[config.mk]
export PLATFORM = sky130hd
export DESIGN_NAME = id_ex_pipeline_register
export DESIGN_NICKNAME = d
export VERILOG_FILES = /design/src/rtl/id_ex_pipeline_register.sv
export SDC_FILE = /design/constraint.sdc
export NUM_CORES = 1
export LEC_CHECK = 0
export ABC_CLOCK_PERIOD_IN_PS = 2200
export CAP_MARGIN = 0
export CELL_PAD_IN_SITES_DETAIL_PLACEMENT = 1
export CELL_PAD_IN_SITES_GLOBAL_PLACEMENT = 1
export CORE_MARGIN = 2
export CORE_UTILIZATION = 28
export CTS_BUF_LIST = sky130_fd_sc_hd__clkbuf_16
export DETAILED_ROUTE_END_ITERATION = 12
export PLACE_DENSITY = 0.8
export SYNTH_ARGS = -nofsm -noshare
export SYNTH_HDL_FRONTEND = slang
export SYNTH_SLANG_ARGS = --single-unit
[constraint.sdc]
create_clock -name clk -period 2.2 [get_ports clk]
set_input_delay 0.22 -clock clk [delete_from_list [all_inputs] [get_ports clk]]
set_output_delay 0.22 -clock clk [all_outputs]
set_load 0.005 [all_outputs]
[src/rtl/id_ex_pipeline_register.sv]
// ID/EX pipeline register: captures decoded control and operands for Execute,
// with hazard stall (hold), flush (bubble) and saturating stall/flush event counters.
package id_ex_pkg;
   typedef enum logic [2:0] {
      ALUOP_NONE        = 3'd0,
      ALUOP_RTYPE       = 3'd1,
      ALUOP_ITYPE_ARITH = 3'd2,
      ALUOP_LOAD        = 3'd3,
      ALUOP_STORE       = 3'd4,
      ALUOP_BRANCH      = 3'd5,
      ALUOP_JUMP        = 3'd6,
      ALUOP_LUI         = 3'd7
   } alu_op_e;
endpackage

module id_ex_pipeline_register
   import id_ex_pkg::*;
#(
   parameter int XLEN      = 32,
   parameter int CNT_WIDTH = 16
) (
   input  logic                 clk,
   input  logic                 rst,
   input  logic                 stall_i,
   input  logic                 flush_i,
   input  logic                 id_valid_i,
   input  logic [XLEN-1:0]      id_pc_i,
   input  logic [XLEN-1:0]      id_pc_plus4_i,
   input  logic [XLEN-1:0]      id_rs1_data_i,
   input  logic [XLEN-1:0]      id_rs2_data_i,
   input  logic [XLEN-1:0]      id_imm_i,
   input  logic [4:0]           id_rs1_addr_i,
   input  logic [4:0]           id_rs2_addr_i,
   input  logic [4:0]           id_rd_addr_i,
   input  alu_op_e              id_ALUOp_i,
   input  logic [2:0]           id_funct3_i,
   input  logic                 id_funct7_i,
   input  logic                 id_alu_src_b_i,
   input  logic                 id_mem_read_i,
   input  logic                 id_mem_write_i,
   input  logic                 id_reg_write_i,
   input  logic [1:0]           id_wb_sel_i,
   input  logic                 id_branch_i,
   input  logic                 id_jump_i,
   output logic                 ex_valid_o,
   output logic [XLEN-1:0]      ex_pc_o,
   output logic [XLEN-1:0]      ex_pc_plus4_o,
   output logic [XLEN-1:0]      ex_rs1_data_o,
   output logic [XLEN-1:0]      ex_rs2_data_o,
   output logic [XLEN-1:0]      ex_imm_o,
   output logic [4:0]           ex_rs1_addr_o,
   output logic [4:0]           ex_rs2_addr_o,
   output logic [4:0]           ex_rd_addr_o,
   output alu_op_e              ex_ALUOp_o,
   output logic [2:0]           ex_funct3_o,
   output logic                 ex_funct7_o,
   output logic                 ex_alu_src_b_o,
   output logic                 ex_mem_read_o,
   output logic                 ex_mem_write_o,
   output logic                 ex_reg_write_o,
   output logic [1:0]           ex_wb_sel_o,
   output logic                 ex_branch_o,
   output logic                 ex_jump_o,
   output logic [CNT_WIDTH-1:0] stall_cnt_o,
   output logic [CNT_WIDTH-1:0] flush_cnt_o
);

   // All-zero encodes a bubble: valid=0, ALUOP_NONE, no side effects.
   typedef struct packed {
      logic            valid;
      logic [XLEN-1:0] pc;
      logic [XLEN-1:0] pc_plus4;
      logic [XLEN-1:0] rs1_data;
      logic [XLEN-1:0] rs2_data;
      logic [XLEN-1:0] imm;
      logic [4:0]      rs1_addr;
      logic [4:0]      rs2_addr;
      logic [4:0]      rd_addr;
      alu_op_e         alu_op;
      logic [2:0]      funct3;
      logic            funct7;
      logic            alu_src_b;
      logic            mem_read;
      logic            mem_write;
      logic            reg_write;
      logic [1:0]      wb_sel;
      logic            branch;
      logic            jump;
   } ex_bundle_t;

   ex_bundle_t           ex_q, ex_d;
   logic [CNT_WIDTH-1:0] stall_cnt_q, stall_cnt_d;
   logic [CNT_WIDTH-1:0] flush_cnt_q, flush_cnt_d;

   function automatic logic [CNT_WIDTH-1:0] sat_inc(input logic [CNT_WIDTH-1:0] v);
      if (&v) return v;
      return v + 1'b1;
   endfunction

   always_comb begin
      ex_d        = ex_q;
      stall_cnt_d = stall_cnt_q;
      flush_cnt_d = flush_cnt_q;
      if (flush_i) begin
         ex_d        = '0;
         flush_cnt_d = sat_inc(flush_cnt_q);
      end else if (stall_i) begin
         stall_cnt_d = sat_inc(stall_cnt_q);
      end else if (!id_valid_i) begin
         ex_d = '0;
      end else begin
         ex_d.valid     = 1'b1;
         ex_d.pc        = id_pc_i;
         ex_d.pc_plus4  = id_pc_plus4_i;
         ex_d.rs1_data  = id_rs1_data_i;
         ex_d.rs2_data  = id_rs2_data_i;
         ex_d.imm       = id_imm_i;
         ex_d.rs1_addr  = id_rs1_addr_i;
         ex_d.rs2_addr  = id_rs2_addr_i;
         ex_d.rd_addr   = id_rd_addr_i;
         ex_d.alu_op    = id_ALUOp_i;
         ex_d.funct3    = id_funct3_i;
         ex_d.funct7    = id_funct7_i;
         ex_d.alu_src_b = id_alu_src_b_i;
         ex_d.mem_read  = id_mem_read_i;
         ex_d.mem_write = id_mem_write_i;
         ex_d.reg_write = id_reg_write_i;
         ex_d.wb_sel    = id_wb_sel_i;
         ex_d.branch    = id_branch_i;
         ex_d.jump      = id_jump_i;
      end
   end

   always_ff @(posedge clk) begin
      if (rst) begin
         ex_q        <= '0;
         stall_cnt_q <= '0;
         flush_cnt_q <= '0;
      end else begin
         ex_q        <= ex_d;
         stall_cnt_q <= stall_cnt_d;
         flush_cnt_q <= flush_cnt_d;
      end
   end

   assign ex_valid_o     = ex_q.valid;
   assign ex_pc_o        = ex_q.pc;
   assign ex_pc_plus4_o  = ex_q.pc_plus4;
   assign ex_rs1_data_o  = ex_q.rs1_data;
   assign ex_rs2_data_o  = ex_q.rs2_data;
   assign ex_imm_o       = ex_q.imm;
   assign ex_rs1_addr_o  = ex_q.rs1_addr;
   assign ex_rs2_addr_o  = ex_q.rs2_addr;
   assign ex_rd_addr_o   = ex_q.rd_addr;
   assign ex_ALUOp_o     = ex_q.alu_op;
   assign ex_funct3_o    = ex_q.funct3;
   assign ex_funct7_o    = ex_q.funct7;
   assign ex_alu_src_b_o = ex_q.alu_src_b;
   assign ex_mem_read_o  = ex_q.mem_read;
   assign ex_mem_write_o = ex_q.mem_write;
   assign ex_reg_write_o = ex_q.reg_write;
   assign ex_wb_sel_o    = ex_q.wb_sel;
   assign ex_branch_o    = ex_q.branch;
   assign ex_jump_o      = ex_q.jump;
   assign stall_cnt_o    = stall_cnt_q;
   assign flush_cnt_o    = flush_cnt_q;

endmodule
# After elaboration in Yosys (flattened, before gate mapping)
# Cells that the tools add are included.
dict set report word_totals {
  ff_bits 223
  elab_cells 39
  mem_bits_rw 0
  in_bits 195
  n_memories 0
  latchBits 0
  mem_bits_ro 0
  output_inout_bits 223
}
dict set report classes {
  muxes 8
  bitwise_logic 1
  order_cmp 0
  mul 0
  n_eq_ne 2
  n_div 0
  shift 0
  add_sub_neg 2
  reduce_logical 5
}
# operator count
set ops {}
lappend ops {{191-bit 2-to-1 mux} 1}
lappend ops {{16-bit by 1-bit adder with 16-bit output, second input constant} 2}
lappend ops {{16-bit 2-to-1 mux} 2}
lappend ops {{16-bit AND reduction} 2}
lappend ops {{1-bit 2-to-1 mux} 5}
lappend ops {{2-bit != test, second input constant} 2}
lappend ops {{3-bit AND reduction} 1}
lappend ops {{2-bit AND reduction} 1}
lappend ops {{2-bit OR reduction} 1}
lappend ops {{1-bit inverter} 1}

# Depth between registers and ports, before layout
# Gate-level depths: netlist of the first run.
dict set report depth {
  ltp_word 6
  depth_mapped 6
  depth_no_buf 5
}

# Least setup slack after synthesis of the first run
# OpenSTA, ideal clock, no wires.
dict set report synth_path {
  kind {reg2reg}
  startpoint {register flush_cnt_q[0], in the netlist flush_cnt_o[0]}
  endpoint {register flush_cnt_q[1], in the netlist flush_cnt_o[1]}
  slack_ns 0.398
  setup_ns 0.128
  arrival_time_ns 1.674
  path_stages_with_launch 6
  required_ns 2.072
  synth_period_minus_slack_ns 1.802
  cell_sequence {dfxtp_1 -> ha_1 -> nand4_1 -> o41ai_1 -> mux2i_1 -> nor2_1}
}
dict set report synth_via {
  elab_chain_cells 5
  word_cells_on_any_way 7
  classes_between {add/sub: 1; eq/ne: 1; mux: 3; reduce/logical: 2}
}
# element line
set synth_lines {}
lappend synth_lines {{from (decl)} 93} ;# logic [CNT_WIDTH-1:0] flush_cnt_q, flush_cnt_d;
lappend synth_lines {{from (signal assigned)} 142} ;# flush_cnt_q <= flush_cnt_d;
lappend synth_lines {{branches (longest 5 deep; another with 16-bit by 1-bit adder with 16-bit output)} --}
# Parallel ways; which one is timed is not known. The select of a mux whose other input is x is not followed.
# A chain may end at the register's enable or synchronous reset.

# Worst setup path after layout of the first run
dict set report layout_path {
  startpoint {register flush_cnt_q[0], in the netlist flush_cnt_o[0]}
  endpoint {register flush_cnt_q[10], in the netlist flush_cnt_o[10]}
}
# Same word-level chain as after synthesis.

==> impl_results.html, run 1 <==
<table>
<tr><th>Metric</th><th>Value</th></tr>
<tr><th colspan="2">Yosys</th></tr>
<tr><td>Number of nets produced by synthesis</td><td>1,031</td></tr>
<tr><td>Cell types with the largest area share after synthesis</td><td>dfxtp_1 57%, a22oi_1 18%, nor2_1 9.6%</td></tr>
<tr><td>Post-synthesis sequential element count</td><td>223</td></tr>
<tr><td>Share of the synthesized area in the top cell type</td><td>56.8%</td></tr>
<tr><td>Cell Area, Synth</td><td>7860 um^2</td></tr>
<tr><td>Cell taking the most area after synthesis</td><td>dfxtp_1</td></tr>
<tr><td>Unique cell type count in the Yosys netlist</td><td>39</td></tr>
<tr><td>Register area share after synthesis</td><td>56.8%</td></tr>
<tr><td>Warnings, synthesis</td><td>0</td></tr>
<tr><td>Cells after synthesis</td><td>834</td></tr>
<tr><td>Mean Syn Cell Area</td><td>9.43 um^2</td></tr>
<tr><th colspan="2">Clock tree</th></tr>
<tr><td>Clock tree sinks</td><td>223</td></tr>
<tr><td>Worst-skew pair later-pin latency</td><td>0.52 ns</td></tr>
<tr><td>Number of buffers inserted by hold repair at cts</td><td>0</td></tr>
<tr><td>Number of buffers between clock root and the deepest sink</td><td>3</td></tr>
<tr><td>Number of H-tree levels</td><td>1</td></tr>
<tr><td>Post-CTS repair timing setup buffer count</td><td>0</td></tr>
<tr><td>Count of cells resized by post-cts repair</td><td>0</td></tr>
<tr><td>Clock-pin slew reported for the worst setup and hold paths after clock tree synthesis</td><td>0.06 ns</td></tr>
<tr><td>CTS root buf</td><td>clkbuf_16</td></tr>
<tr><td>Clock tree from TritonCTS</td><td>done</td></tr>
<tr><td>Number of buffers inserted during clock tree synthesis</td><td>25</td></tr>
<tr><th colspan="2">Route</th></tr>
<tr><td>Post-DRT Antenna Nets</td><td>0</td></tr>
<tr><td>Drt first pass iters</td><td>4</td></tr>
<tr><td>Via total after detailed routing</td><td>8,077</td></tr>
<tr><td>Wire length after detailed routing</td><td>30.4 mm</td></tr>
<tr><td>Average wire length per cell after detail routing</td><td>18.7 um</td></tr>
<tr><td>Initial detailed-routing violation count</td><td>306</td></tr>
<tr><td>Number of design rule violations left after detail routing</td><td>0</td></tr>
<tr><td>Average via count per standard cell</td><td>4.96</td></tr>
<tr><th colspan="2">Layout</th></tr>
<tr><td>Layout cell share with drive strength beyond 1</td><td>5.84%</td></tr>
<tr><td>Fin util</td><td>48.1%</td></tr>
<tr><td>NumNets Final</td><td>1,431</td></tr>
<tr><td>Commonest cells after routing, fill and taps aside</td><td>416 x clkdlybuf4s50_1, 223 x dfxtp_1, 201 x nor2_1</td></tr>
<tr><td>Most frequent standard cell in the layout excluding fill and tap cells</td><td>clkdlybuf4s50_1</td></tr>
<tr><td>Area growth from synthesis to final layout</td><td>69.5%</td></tr>
<tr><td>FILL cells</td><td>3,138</td></tr>
<tr><td>Antenna Cells</td><td>0</td></tr>
<tr><th colspan="2">Floorplanning</th></tr>
<tr><td>Die ar.</td><td>29,400 um^2</td></tr>
<tr><td>Initial core utilization</td><td>28.4%</td></tr>
<tr><td>Boundary Pins</td><td>418</td></tr>
<tr><td>Die boundary width</td><td>172 um</td></tr>
<tr><td>Area of the core</td><td>27,700 um^2</td></tr>
<tr><td>Die height</td><td>172 um</td></tr>
<tr><td>Site row count</td><td>61</td></tr>
<tr><th colspan="2">Pwr</th></tr>
<tr><td>Worst IR Drop VDD</td><td>0.563 mV</td></tr>
<tr><td>Power density normalized to cell area</td><td>688 nW/um^2</td></tr>
<tr><td>Leakage power summed over all cells</td><td>0.00465 uW</td></tr>
<tr><th colspan="2">Timing</th></tr>
<tr><td>Final number of max-transition violations</td><td>0</td></tr>
<tr><td>TNS Setup</td><td>0 ns</td></tr>
<tr><td>Skew final</td><td>0.00729 ns</td></tr>
<tr><td>Maximum operating frequency</td><td>0.518 GHz</td></tr>
<tr><td>Worst slew slack as a fraction of its limit</td><td>48.7%</td></tr>
<tr><td>Worst Max-Slew Pin Slew</td><td>0.764 ns</td></tr>
<tr><td>Unrepaired setup endpoints after global routing</td><td>no</td></tr>
<tr><td>Final hold violation count</td><td>0</td></tr>
<tr><td>Number of endpoints failing setup at the final stage</td><td>0</td></tr>
<tr><td>Final worst path period need</td><td>1.93 ns</td></tr>
<tr><td>Final worst-path cycle share</td><td>87.8%</td></tr>
<tr><th colspan="2">Critical path</th></tr>
<tr><td>Critical Path, Cell by Cell</td><td>ha_1, and4_1, nand3_1, or4_1, a21oi_1</td></tr>
<tr><td>Worst reg2reg endpoint</td><td>flush_cnt_o[10]</td></tr>
<tr><td>Worst setup SP type</td><td>register</td></tr>
<tr><td>Worst-path maximum fanout</td><td>8</td></tr>
<tr><td>Number of buffers and inverters on the critical path</td><td>0</td></tr>
<tr><td>Crit-path leading delay family</td><td>simple AND/OR/NAND/NOR gates</td></tr>
<tr><td>Peak per-stage delay on the critical path</td><td>0.56 ns</td></tr>
<tr><td>Reg2reg path depth</td><td>5</td></tr>
<tr><td>Critical path arrival</td><td>2.39 ns</td></tr>
<tr><td>Required arrival time at the worst endpoint</td><td>2.65 ns</td></tr>
<tr><td>Kind of critical path</td><td>reg -&gt; reg</td></tr>
<tr><td>Flop2flop setup slack</td><td>0.27 ns</td></tr>
<tr><td>Slowest cell on crit path</td><td>or4_1</td></tr>
<tr><td>Kind of end point of the critical path</td><td>register</td></tr>
<tr><td>Worst r2r src</td><td>flush_cnt_o[0]</td></tr>
<tr><th colspan="2">Flow run</th></tr>
<tr><td>Total of max-cap violations</td><td>0</td></tr>
<tr><th colspan="2">Place</th></tr>
<tr><td>Placed wire-length estimate after detailed placement</td><td>22.0 mm</td></tr>
<tr><td>Placer's final routability congestion estimate</td><td>0.733</td></tr>
<tr><td>Input/output buffers</td><td>417</td></tr>
<tr><th colspan="2">Global routing</th></tr>
<tr><td>Via count of the first global-routing pass</td><td>8,371</td></tr>
<tr><td>Total grt overflow</td><td>0</td></tr>
<tr><td>Pin count of the biggest net entering global routing</td><td>102</td></tr>
<tr><td>Antenna violations before repair</td><td>0</td></tr>
<tr><td>Wire length of the first global-routing pass</td><td>45.1 mm</td></tr>
<tr><td>All-Layer GR Usage</td><td>19.4%</td></tr>
<tr><th colspan="2">Worst hold path</th></tr>
<tr><td>Hold path depth</td><td>3</td></tr>
<tr><td>Worst-case hold path end point</td><td>ex_rs1_data_o[7]</td></tr>
<tr><td>Min-Delay Path Class</td><td>in -&gt; reg</td></tr>
<tr><td>Min-delay src</td><td>stall_i</td></tr>
<tr><th colspan="2">Status</th></tr>
<tr><td>Outcome</td><td>complete, no violations</td></tr>
</table>
==> registers in the layout (all words and copies together), names as in the netlist, 5 cells and up <==
| signal | count |
|---|---|
| ex_rs2_data_o | 32 |
| ex_rs1_addr_o | 5 |
| ex_pc_plus4_o | 32 |
| ex_rs1_data_o | 32 |
| ex_rs2_addr_o | 5 |
| ex_rd_addr_o | 5 |
| flush_cnt_o | 16 |
| stall_cnt_o | 16 |
| ex_imm_o | 32 |
| ex_pc_o | 32 |
==> cell type report <==
class	count	area [um^2]	share of cell area (%)
Clock buffer	25	626	4.69
Timing Repair Buffer	443	4460	33.5
Inverter	4	15.0	0.113
Tap cell	378	473	3.55
Clock inverter	18	158	1.18
Sequential cell	223	4460	33.5
Multi-Input combinational cell	537	3130	23.5
==> cells by family after synthesis <==
family,synth area share (%)
adder cells (fa/ha/maj),0.318
AO/OA/AOI/OAI,21.8
XOR/XNOR,0.111
flip-flops,56.8
buffers and inverters,3.60
AND/OR/NAND/NOR,16.9
multiplexers,0.541
==> power by group <==
group / internal [uW] / switching (uW) / leakage [uW]
clock: 2400 / 1670 / 0.000404
sequential: 4120 / 46.0 / 0.00181
combinational: 563 / 376 / 0.00244
total: 7080 / 2090 / 0.00465
==> how the worst max path moves through the flow <==
stage | start | endpoint | slack (ns) | depth (start not counted)
2_1_floorplan | flush_cnt_o[0] | flush_cnt_o[1] | 0.40 | 5
3_3_place_gp | flush_i | stall_cnt_o[11] | 0.19 | 5
3_5_place_dp | flush_cnt_o[0] | flush_cnt_o[1] | 0.11 | 5
4_1_cts | flush_cnt_o[0] | flush_cnt_o[1] | 0.1 | 5
5_1_grt | flush_cnt_o[0] | flush_cnt_o[1] | 0.10 | 5
6_report | flush_cnt_o[0] | flush_cnt_o[10] | 0.27 | 5
==> synthesized netlist by cell type, drive strengths merged <==
cell type  number
a22oi         190
or4b            1
nor4b           1
o21ai          10
or4             8
nor3           11
buf             4
o21a            3
or2             2
nor4            5
clkbuf         66
nand2b          2
and3b           1
and4            4
o41ai           3
and2            3
and4b           1
mux2i           2
nand2          14
dfxtp         223
o31ai           9
inv             4
nor3b           1
nand3           9
a31oi           3
nor2          201
or3            10
mux2            2
nor2b           4
ha              2
xor2            1
a21oi          20
and3            3
nand4          11
==> per-stage QoR <==
stage | hold WS, ns | instances | area, um^2 | worst slack [ns] | total power (uW)
after floorplan | 0.364 | 834 | 7860 | 0.398 | 4550
after global placement | 0.472 | 1585 | 12500 | 0.191 | 5170
after detailed placement | 0.487 | 1585 | 12500 | 0.112 | 5190
after CTS | 0.0743 | 1628 | 13300 | 0.0969 | 9320
after global routing | 0.0836 | 1628 | 13300 | 0.101 | 9550
final | 0.0821 | 1628 | 13300 | 0.268 | 9170
==> worst min-delay path, stage by stage <==
cell	delay (ns)
buf_6	0.16
a22oi_1	0.11
nor2_1	0.07
==> per-layer routing <==
metal | vias up | GRT usage (%) | part of all wire [%]
met5 | - | 0 | 0
li1 | 3817 | - | -
met2 | 329 | 36.3 | 52
met1 | 3881 | 19.2 | 35
met3 | 50 | 8.21 | 11
met4 | 0 | 6.01 | 2.5
No activity file was read; power rests on OpenSTA's default activity.
==> run 2, diff against run 1 <==
RECOVER_POWER = 100   (was not set)
SETUP_SLACK_MARGIN = 0.02   (was not set)
==> run 2 against run 1 <==
Critical path depth down 1; cell area decreased by 0.63%; sequential share of layout area increased by 0.21 points; flip-flop and latch count is the same; global-route usage stayed put; hold slack got worse by 0.010 ns; sequential power is essentially flat; largest cell class unchanged.
==> impl_results.html, run 2 (same netlist as run 1, synthesis figures left out) <==
<table>
<tr><th>Metric</th><th>Value</th></tr>
<tr><th colspan="2">Pwr</th></tr>
<tr><td>Clock share of power</td><td>44.6% (+0.2 points)</td></tr>
<tr><td>Cell internal pwr</td><td>7040 uW (-0.57%)</td></tr>
<tr><td>Reg power frac</td><td>45.6% (+0.2 points)</td></tr>
<tr><td>Switching fraction of total power</td><td>22.9% (+0.054 points)</td></tr>
<tr><td>Total Power</td><td>9130 uW (-0.50%)</td></tr>
<tr><td>Power density normalized to cell area</td><td>689 nW/um^2 (+0.13%)</td></tr>
<tr><td>Worst IR Drop VDD</td><td>0.565 mV (+0.34%)</td></tr>
<tr><td>Leakage power summed over all cells</td><td>0.00535 uW (+15%)</td></tr>
<tr><td>Part of the total power dissipated in combinational logic</td><td>9.8% (-0.4 points)</td></tr>
<tr><td>Net Sw Power</td><td>2090 uW (-0.26%)</td></tr>
<tr><th colspan="2">Timing</th></tr>
<tr><td>TNS Setup</td><td>0 ns (unchanged)</td></tr>
<tr><td>Worst Max-Slew Pin Slew</td><td>1.36 ns (+0.594 ns)</td></tr>
<tr><td>Maximum operating frequency</td><td>0.516 GHz (-0.30%)</td></tr>
<tr><td>Final hold violation count</td><td>0 (unchanged)</td></tr>
<tr><td>Unrepaired setup endpoints after global routing</td><td>no</td></tr>
<tr><td>Number of endpoints failing setup at the final stage</td><td>0 (unchanged)</td></tr>
<tr><td>Final worst-path cycle share</td><td>88.1% (+0.26 points)</td></tr>
<tr><td>Skew final</td><td>0.00767 ns (+0.000380 ns)</td></tr>
<tr><td>Worst slew slack as a fraction of its limit</td><td>9.44% (-39 points)</td></tr>
<tr><td>Final worst path period need</td><td>1.94 ns (+0.00582 ns)</td></tr>
<tr><td>Final number of max-transition violations</td><td>0 (unchanged)</td></tr>
<tr><th colspan="2">Global routing</th></tr>
<tr><td>Pin count of the biggest net entering global routing</td><td>102 (unchanged)</td></tr>
<tr><td>Antenna violations before repair</td><td>1 (+1)</td></tr>
<tr><td>Via count of the first global-routing pass</td><td>8,371 (unchanged)</td></tr>
<tr><td>All-Layer GR Usage</td><td>19.4% (unchanged)</td></tr>
<tr><td>Total grt overflow</td><td>0 (unchanged)</td></tr>
<tr><td>Wire length of the first global-routing pass</td><td>45.1 mm (unchanged)</td></tr>
<tr><th colspan="2">Floorplanning</th></tr>
<tr><td>Initial core utilization</td><td>28.4% (unchanged)</td></tr>
<tr><td>Die boundary width</td><td>172 um (unchanged)</td></tr>
<tr><td>Die ar.</td><td>29,400 um^2 (unchanged)</td></tr>
<tr><td>Die height</td><td>172 um (unchanged)</td></tr>
<tr><td>Site row count</td><td>61 (unchanged)</td></tr>
<tr><td>Area of the core</td><td>27,700 um^2 (unchanged)</td></tr>
<tr><td>Boundary Pins</td><td>418 (unchanged)</td></tr>
<tr><th colspan="2">Place</th></tr>
<tr><td>Input/output buffers</td><td>417 (unchanged)</td></tr>
<tr><td>Placer's final routability congestion estimate</td><td>0.733 (unchanged)</td></tr>
<tr><td>Placed wire-length estimate after detailed placement</td><td>22.0 mm (unchanged)</td></tr>
<tr><th colspan="2">Critical path</th></tr>
<tr><td>Worst setup SP type</td><td>register</td></tr>
<tr><td>Critical path arrival</td><td>2.39 ns (about the same)</td></tr>
<tr><td>Required arrival time at the worst endpoint</td><td>2.65 ns (about the same)</td></tr>
<tr><td>Kind of critical path</td><td>reg -&gt; reg</td></tr>
<tr><td>Worst-path maximum fanout</td><td>9 (+1)</td></tr>
<tr><td>Kind of end point of the critical path</td><td>register</td></tr>
<tr><th colspan="2">Route</th></tr>
<tr><td>Routed met1 length</td><td>10.7 mm (+0.55%)</td></tr>
<tr><td>Drt first pass iters</td><td>4 (unchanged)</td></tr>
<tr><td>Top routing layer in use</td><td>met4</td></tr>
<tr><td>Wire length after detailed routing</td><td>30.4 mm (-0.11%)</td></tr>
<tr><td>Post-DRT Antenna Nets</td><td>0 (unchanged)</td></tr>
<tr><td>Met2 Routed Length</td><td>15.7 mm (-0.41%)</td></tr>
<tr><td>Number of design rule violations left after detail routing</td><td>0 (unchanged)</td></tr>
<tr><td>Via total after detailed routing</td><td>8,128 (+0.63%)</td></tr>
<tr><td>WL met3</td><td>3.27 mm (-0.88%)</td></tr>
<tr><td>Average via count per standard cell</td><td>4.99 (+0.57%)</td></tr>
<tr><td>Initial detailed-routing violation count</td><td>296 (-3.3%)</td></tr>
<tr><td>Average wire length per cell after detail routing</td><td>18.7 um (-0.17%)</td></tr>
<tr><th colspan="2">Worst hold path</th></tr>
<tr><td>Min-Delay Path Class</td><td>in -&gt; reg</td></tr>
<tr><th colspan="2">Clock tree</th></tr>
<tr><td>Worst-skew pair later-pin latency</td><td>0.52 ns (about the same)</td></tr>
<tr><td>Number of buffers between clock root and the deepest sink</td><td>3 (unchanged)</td></tr>
<tr><td>Number of buffers inserted during clock tree synthesis</td><td>25 (unchanged)</td></tr>
<tr><td>CTS root buf</td><td>clkbuf_16</td></tr>
<tr><td>Number of H-tree levels</td><td>1 (unchanged)</td></tr>
<tr><td>Clock tree sinks</td><td>223 (unchanged)</td></tr>
<tr><td>Clock-pin slew reported for the worst setup and hold paths after clock tree synthesis</td><td>0.06 ns (about the same)</td></tr>
<tr><td>Clock tree from TritonCTS</td><td>done</td></tr>
<tr><th colspan="2">Layout</th></tr>
<tr><td>Fin util</td><td>47.8% (-0.30 points)</td></tr>
<tr><td>Most frequent standard cell in the layout excluding fill and tap cells</td><td>dlygate4sd3_1</td></tr>
<tr><td>Commonest cells after routing, fill and taps aside</td><td>225 x dlygate4sd3_1, 223 x dfxtp_1, 201 x nor2_1</td></tr>
<tr><td>NumNets Final</td><td>1,431 (unchanged)</td></tr>
<tr><td>Layout cell share with drive strength beyond 1</td><td>5.12% (-0.72 points)</td></tr>
<tr><td>Area growth from synthesis to final layout</td><td>68.4%</td></tr>
<tr><th colspan="2">Flow run</th></tr>
<tr><td>Total of max-cap violations</td><td>0 (unchanged)</td></tr>
<tr><th colspan="2">Status</th></tr>
<tr><td>Outcome</td><td>complete, no violations</td></tr>
</table>
[run 2: layout make-up]
type | instances | area, um^2
fillers | 3152 | 14500
flip-flops and latches | 223 | 4460
repair buffers | 443 | 4390
multi-input cells | 537 | 3110
clock buffers | 25 | 626
well taps | 378 | 473
clock inverters | 18 | 158
inverters | 4 | 15.0
diodes | 1 | 2.50
[run 2: worst max-delay path: stages (launching register included)]
cell and delay, ns:
dfxtp_1 0.48, nand4_4 0.20, or3_1 0.50, or4_1 0.53, a21oi_1 0.14
[run 2: path summary, 6_finish.rpt]
check | cells past startpoint | slack, ns | startpoint | end
worst min-delay path | 3 | 0.07 | stall_i | ex_rs1_data_o[7]
worst max-delay path | 4 | 0.26 | stall_cnt_o[5] | stall_cnt_o[15]
worst max register to register | 4 | 0.26 | stall_cnt_o[5] | stall_cnt_o[15]
worst min register to register | 2 | 0.49 | ex_valid_o | ex_valid_o
[run 2: metal layers]
layer | up-vias | global-route usage, %
li1 | 3823 | -
met1 | 3934 | 19.2
met2 | 321 | 36.3
met3 | 50 | 8.21
met4 | 0 | 6.01
met5 | - | 0
[run 2: timing repair]
item                                    in CTS  in global routing
endpoints found under the setup margin       0                  2
setup buffers                                0                  0
hold buffers                                 0                  0
gates resized for setup                      0                  1
[run 2: power groups by stage]
| stage | Sequential, uW | Clock, uW | Combinational (uW) |
|---|---|---|---|
| after global placement | 4240 | 0 | 925 |
| after detailed placement | 4250 | 0 | 942 |
| after CTS | 4160 | 4210 | 951 |
| after global routing | 4160 | 4370 | 971 |
| final | 4160 | 4070 | 897 |
| after floorplan | 4250 | 0 | 299 |
[run 2: metrics by stage]
step	instances	hold slack, ns	instance area [um^2]	setup WS [ns]
floorplan	834	0.364	7860	0.398
global placement	1585	0.472	12500	0.191
detailed placement	1585	0.487	12500	0.112
global route	1629	0.0715	13200	0.113
CTS	1628	0.0743	13300	0.0969
finish	1629	0.0718	13200	0.262
==> run 3, diff against run 2 <==
CORE_ASPECT_RATIO = 1.75   (was not set)
RECOVER_POWER = not set   (was 100)
==> run 3 against run 2 <==
Flip-flop and latch count unchanged; sequential share of layout area about the same; final cell count down 0.61%; sequential power about the same; wire length is 9.6% higher; register-to-register slack got worse by 0.05 ns; via count grew 0.33%; global-route usage rose by 2.2 points; hold slack better by 0.076 ns.
==> impl_results.html, run 3 (same netlist as run 1, synthesis figures left out) <==
<table>
<tr><th>Metric</th><th>Value</th></tr>
<tr><th colspan="2">Route</th></tr>
<tr><td>Via total after detailed routing</td><td>8,155 (+0.33%)</td></tr>
<tr><td>Average wire length per cell after detail routing</td><td>20.6 um (+10%)</td></tr>
<tr><td>Drt first pass iters</td><td>4 (unchanged)</td></tr>
<tr><td>Wire length after detailed routing</td><td>33.3 mm (+9.6%)</td></tr>
<tr><td>Post-DRT Antenna Nets</td><td>0 (unchanged)</td></tr>
<tr><td>Number of design rule violations left after detail routing</td><td>0 (unchanged)</td></tr>
<tr><td>Average via count per standard cell</td><td>5.04 (+0.95%)</td></tr>
<tr><td>Initial detailed-routing violation count</td><td>360 (+22%)</td></tr>
<tr><th colspan="2">Timing</th></tr>
<tr><td>Final number of max-transition violations</td><td>0 (unchanged)</td></tr>
<tr><td>TNS Setup</td><td>0 ns (unchanged)</td></tr>
<tr><td>Final hold violation count</td><td>0 (unchanged)</td></tr>
<tr><td>Unrepaired setup endpoints after global routing</td><td>no</td></tr>
<tr><td>Final worst path period need</td><td>1.99 ns (+0.0481 ns)</td></tr>
<tr><td>Worst Max-Slew Pin Slew</td><td>0.775 ns (-0.584 ns)</td></tr>
<tr><td>Skew final</td><td>0.00742 ns (-0.000249 ns)</td></tr>
<tr><td>Worst slew slack as a fraction of its limit</td><td>48.4% (+39 points)</td></tr>
<tr><td>Final worst-path cycle share</td><td>90.3% (+2.2 points)</td></tr>
<tr><td>Number of endpoints failing setup at the final stage</td><td>0 (unchanged)</td></tr>
<tr><td>Maximum operating frequency</td><td>0.504 GHz (-2.4%)</td></tr>
<tr><td>Post-Route Hold Slack</td><td>0.147 ns (+0.0755 ns)</td></tr>
<tr><th colspan="2">Status</th></tr>
<tr><td>Outcome</td><td>complete, no violations</td></tr>
<tr><th colspan="2">Clock tree</th></tr>
<tr><td>Number of H-tree levels</td><td>1 (unchanged)</td></tr>
<tr><td>Number of buffers between clock root and the deepest sink</td><td>3 (unchanged)</td></tr>
<tr><td>Number of buffers inserted during clock tree synthesis</td><td>23 (-8.0%)</td></tr>
<tr><td>Clock tree from TritonCTS</td><td>done</td></tr>
<tr><td>Number of buffers inserted by hold repair at cts</td><td>0 (unchanged)</td></tr>
<tr><td>Worst-skew pair later-pin latency</td><td>0.51 ns (about the same)</td></tr>
<tr><td>CTS root buf</td><td>clkbuf_16</td></tr>
<tr><td>Clock tree sinks</td><td>223 (unchanged)</td></tr>
<tr><td>Clock-pin slew reported for the worst setup and hold paths after clock tree synthesis</td><td>0.06 ns (about the same)</td></tr>
<tr><th colspan="2">Critical path</th></tr>
<tr><td>Kind of critical path</td><td>reg -&gt; reg</td></tr>
<tr><td>Kind of end point of the critical path</td><td>register</td></tr>
<tr><td>Slowest cell on crit path</td><td>o41ai_2</td></tr>
<tr><td>Worst r2r src</td><td>flush_cnt_o[0]</td></tr>
<tr><td>Critical Path, Cell by Cell</td><td>ha_1, nand4_1, o41ai_2, mux2i_1, nor2_1</td></tr>
<tr><td>Reg2reg path depth</td><td>5 (+1)</td></tr>
<tr><td>Flop2flop setup slack</td><td>0.21 ns (-0.05 ns)</td></tr>
<tr><td>Critical path arrival</td><td>2.37 ns (-0.02 ns)</td></tr>
<tr><td>Peak per-stage delay on the critical path</td><td>0.56 ns (+0.03 ns)</td></tr>
<tr><td>Worst reg2reg endpoint</td><td>flush_cnt_o[1]</td></tr>
<tr><td>Worst-path maximum fanout</td><td>6 (-3)</td></tr>
<tr><td>Number of buffers and inverters on the critical path</td><td>0 (unchanged)</td></tr>
<tr><td>Worst setup SP type</td><td>register</td></tr>
<tr><td>Crit-path leading delay family</td><td>compound AO/OA/AOI/OAI gates</td></tr>
<tr><td>Required arrival time at the worst endpoint</td><td>2.58 ns (-0.07 ns)</td></tr>
<tr><th colspan="2">Worst hold path</th></tr>
<tr><td>Worst-case hold path end point</td><td>stall_cnt_o[1]</td></tr>
<tr><td>Min-Delay Path Class</td><td>in -&gt; reg</td></tr>
<tr><td>Min-delay src</td><td>stall_i</td></tr>
<tr><td>Hold path depth</td><td>3 (unchanged)</td></tr>
<tr><th colspan="2">Global routing</th></tr>
<tr><td>Via count of the first global-routing pass</td><td>8,573 (+2.4%)</td></tr>
<tr><td>All-Layer GR Usage</td><td>21.6% (+2.2 points)</td></tr>
<tr><td>Pin count of the biggest net entering global routing</td><td>146 (+43%)</td></tr>
<tr><td>Total grt overflow</td><td>0 (unchanged)</td></tr>
<tr><td>Wire length of the first global-routing pass</td><td>49.0 mm (+8.5%)</td></tr>
<tr><td>Antenna violations before repair</td><td>7 (+6)</td></tr>
<tr><th colspan="2">Place</th></tr>
<tr><td>Input/output buffers</td><td>417 (unchanged)</td></tr>
<tr><td>Placer's final routability congestion estimate</td><td>0.860 (+17%)</td></tr>
<tr><td>Placement-stage cell area</td><td>12,500 um^2 (-0.41%)</td></tr>
<tr><td>Placed wire-length estimate after detailed placement</td><td>24.1 mm (+9.7%)</td></tr>
<tr><th colspan="2">Pwr</th></tr>
<tr><td>Worst IR Drop VDD</td><td>0.467 mV (-17%)</td></tr>
<tr><td>Power density normalized to cell area</td><td>679 nW/um^2 (-1.5%)</td></tr>
<tr><td>Leakage power summed over all cells</td><td>0.00459 uW (-14%)</td></tr>
<tr><th colspan="2">Layout</th></tr>
<tr><td>NumNets Final</td><td>1,423 (-0.56%)</td></tr>
<tr><td>Commonest cells after routing, fill and taps aside</td><td>416 x clkdlybuf4s50_1, 223 x dfxtp_1, 201 x nor2_1</td></tr>
<tr><td>Most frequent standard cell in the layout excluding fill and tap cells</td><td>clkdlybuf4s50_1</td></tr>
<tr><td>Final design area excluding fillers</td><td>13,200 um^2 (about the same)</td></tr>
<tr><td>Area growth from synthesis to final layout</td><td>68.4% (about the same)</td></tr>
<tr><td>Layout cell share with drive strength beyond 1</td><td>5.15% (+0.033 points)</td></tr>
<tr><td>FILL cells</td><td>3,160 (+0.25%)</td></tr>
<tr><th colspan="2">Flow run</th></tr>
<tr><td>Total of max-cap violations</td><td>0 (unchanged)</td></tr>
<tr><th colspan="2">Floorplanning</th></tr>
<tr><td>Die ar.</td><td>29,500 um^2 (+0.18%)</td></tr>
<tr><td>Area of the core</td><td>27,800 um^2 (+0.23%)</td></tr>
<tr><td>Boundary Pins</td><td>418 (unchanged)</td></tr>
<tr><td>Initial core utilization</td><td>28.3% (-0.065 points)</td></tr>
<tr><td>Die height</td><td>226 um (+32%)</td></tr>
<tr><td>Site row count</td><td>81 (+33%)</td></tr>
<tr><td>Die boundary width</td><td>131 um (-24%)</td></tr>
</table>
==> run 3: cell types whose count changed in the layout (fill, tap and decap cells not counted), sizes merged <==
cell / delta
clkbuf: -11
dlygate4sd3: -225
buf: +3
diode: +3
clkinvlp: +2
inv: +2
clkdlybuf4s50: +225
clkinv: -4
==> run 3: area by class of cell <==
type	instances	area (um^2)	share of cell area [%]
Multi-Input combinational cell	537	3130	23.7
Tap cell	373	467	3.53
Clock buffer	23	576	4.35
Clock inverter	18	161	1.22
Inverter	4	15.0	0.113
Sequential cell	223	4460	33.7
Antenna cell	4	10.0	0.0756
Timing Repair Buffer	437	4410	33.3
==> run 3: how the worst max path moves through the flow <==
stage,from,end,slack [ns],cells after the start
finish,flush_cnt_o[0],flush_cnt_o[1],0.21,5
global route,flush_cnt_o[0],flush_cnt_o[1],0.13,5
CTS,flush_cnt_o[0],flush_cnt_o[1],0.11,5
detailed placement,flush_i,stall_cnt_o[9],0.12,5
global placement,flush_i,stall_cnt_o[11],0.17,5
floorplan,flush_cnt_o[0],flush_cnt_o[1],0.40,5
==> run 3: tightest hold or removal path, delay by kind of cell <==
| kind | cells | cell delay [ns] |
|---|---|---|
| buffers and inverters | 1 | 0.12 |
| muxes | 1 | 0.11 |
| and+or+nand+nor | 1 | 0.16 |
==> run 3: power by group <==
group / total [uW] / switching [uW] / internal (uW)
logic: 932 / 378 / 555
registers: 4160 / 46.3 / 4110
clock network: 3900 / 1640 / 2250
==> run 3: per-stage QoR <==
stage	util [%]	total power (uW)	std cells	setup WS, ns
floorplan	-	4550	834	0.398
global placement	45.0	5160	1574	0.166
detailed placement	45.0	5190	1574	0.118
CTS	47.6	9130	1615	0.105
global route	47.7	9340	1618	0.126
finish	47.7	8990	1619	0.214
==> run 3: routing by layer <==
| metal | track usage [%] | wire length [um] | up-vias |
|---|---|---|---|
| li1 | - | - | 3802 |
| met1 | 22.3 | 12000 | 3965 |
| met2 | 38.5 | 16800 | 326 |
| met3 | 9.41 | 3560 | 54 |
| met4 | 7.17 | 837 | 8 |
| met5 | 0 | 56 | - |
==> run 3: timing repair <==
action,in CTS,in global routing
gates resized for setup,0,1
endpoints found under the setup margin,0,2
buffers inserted,0,0
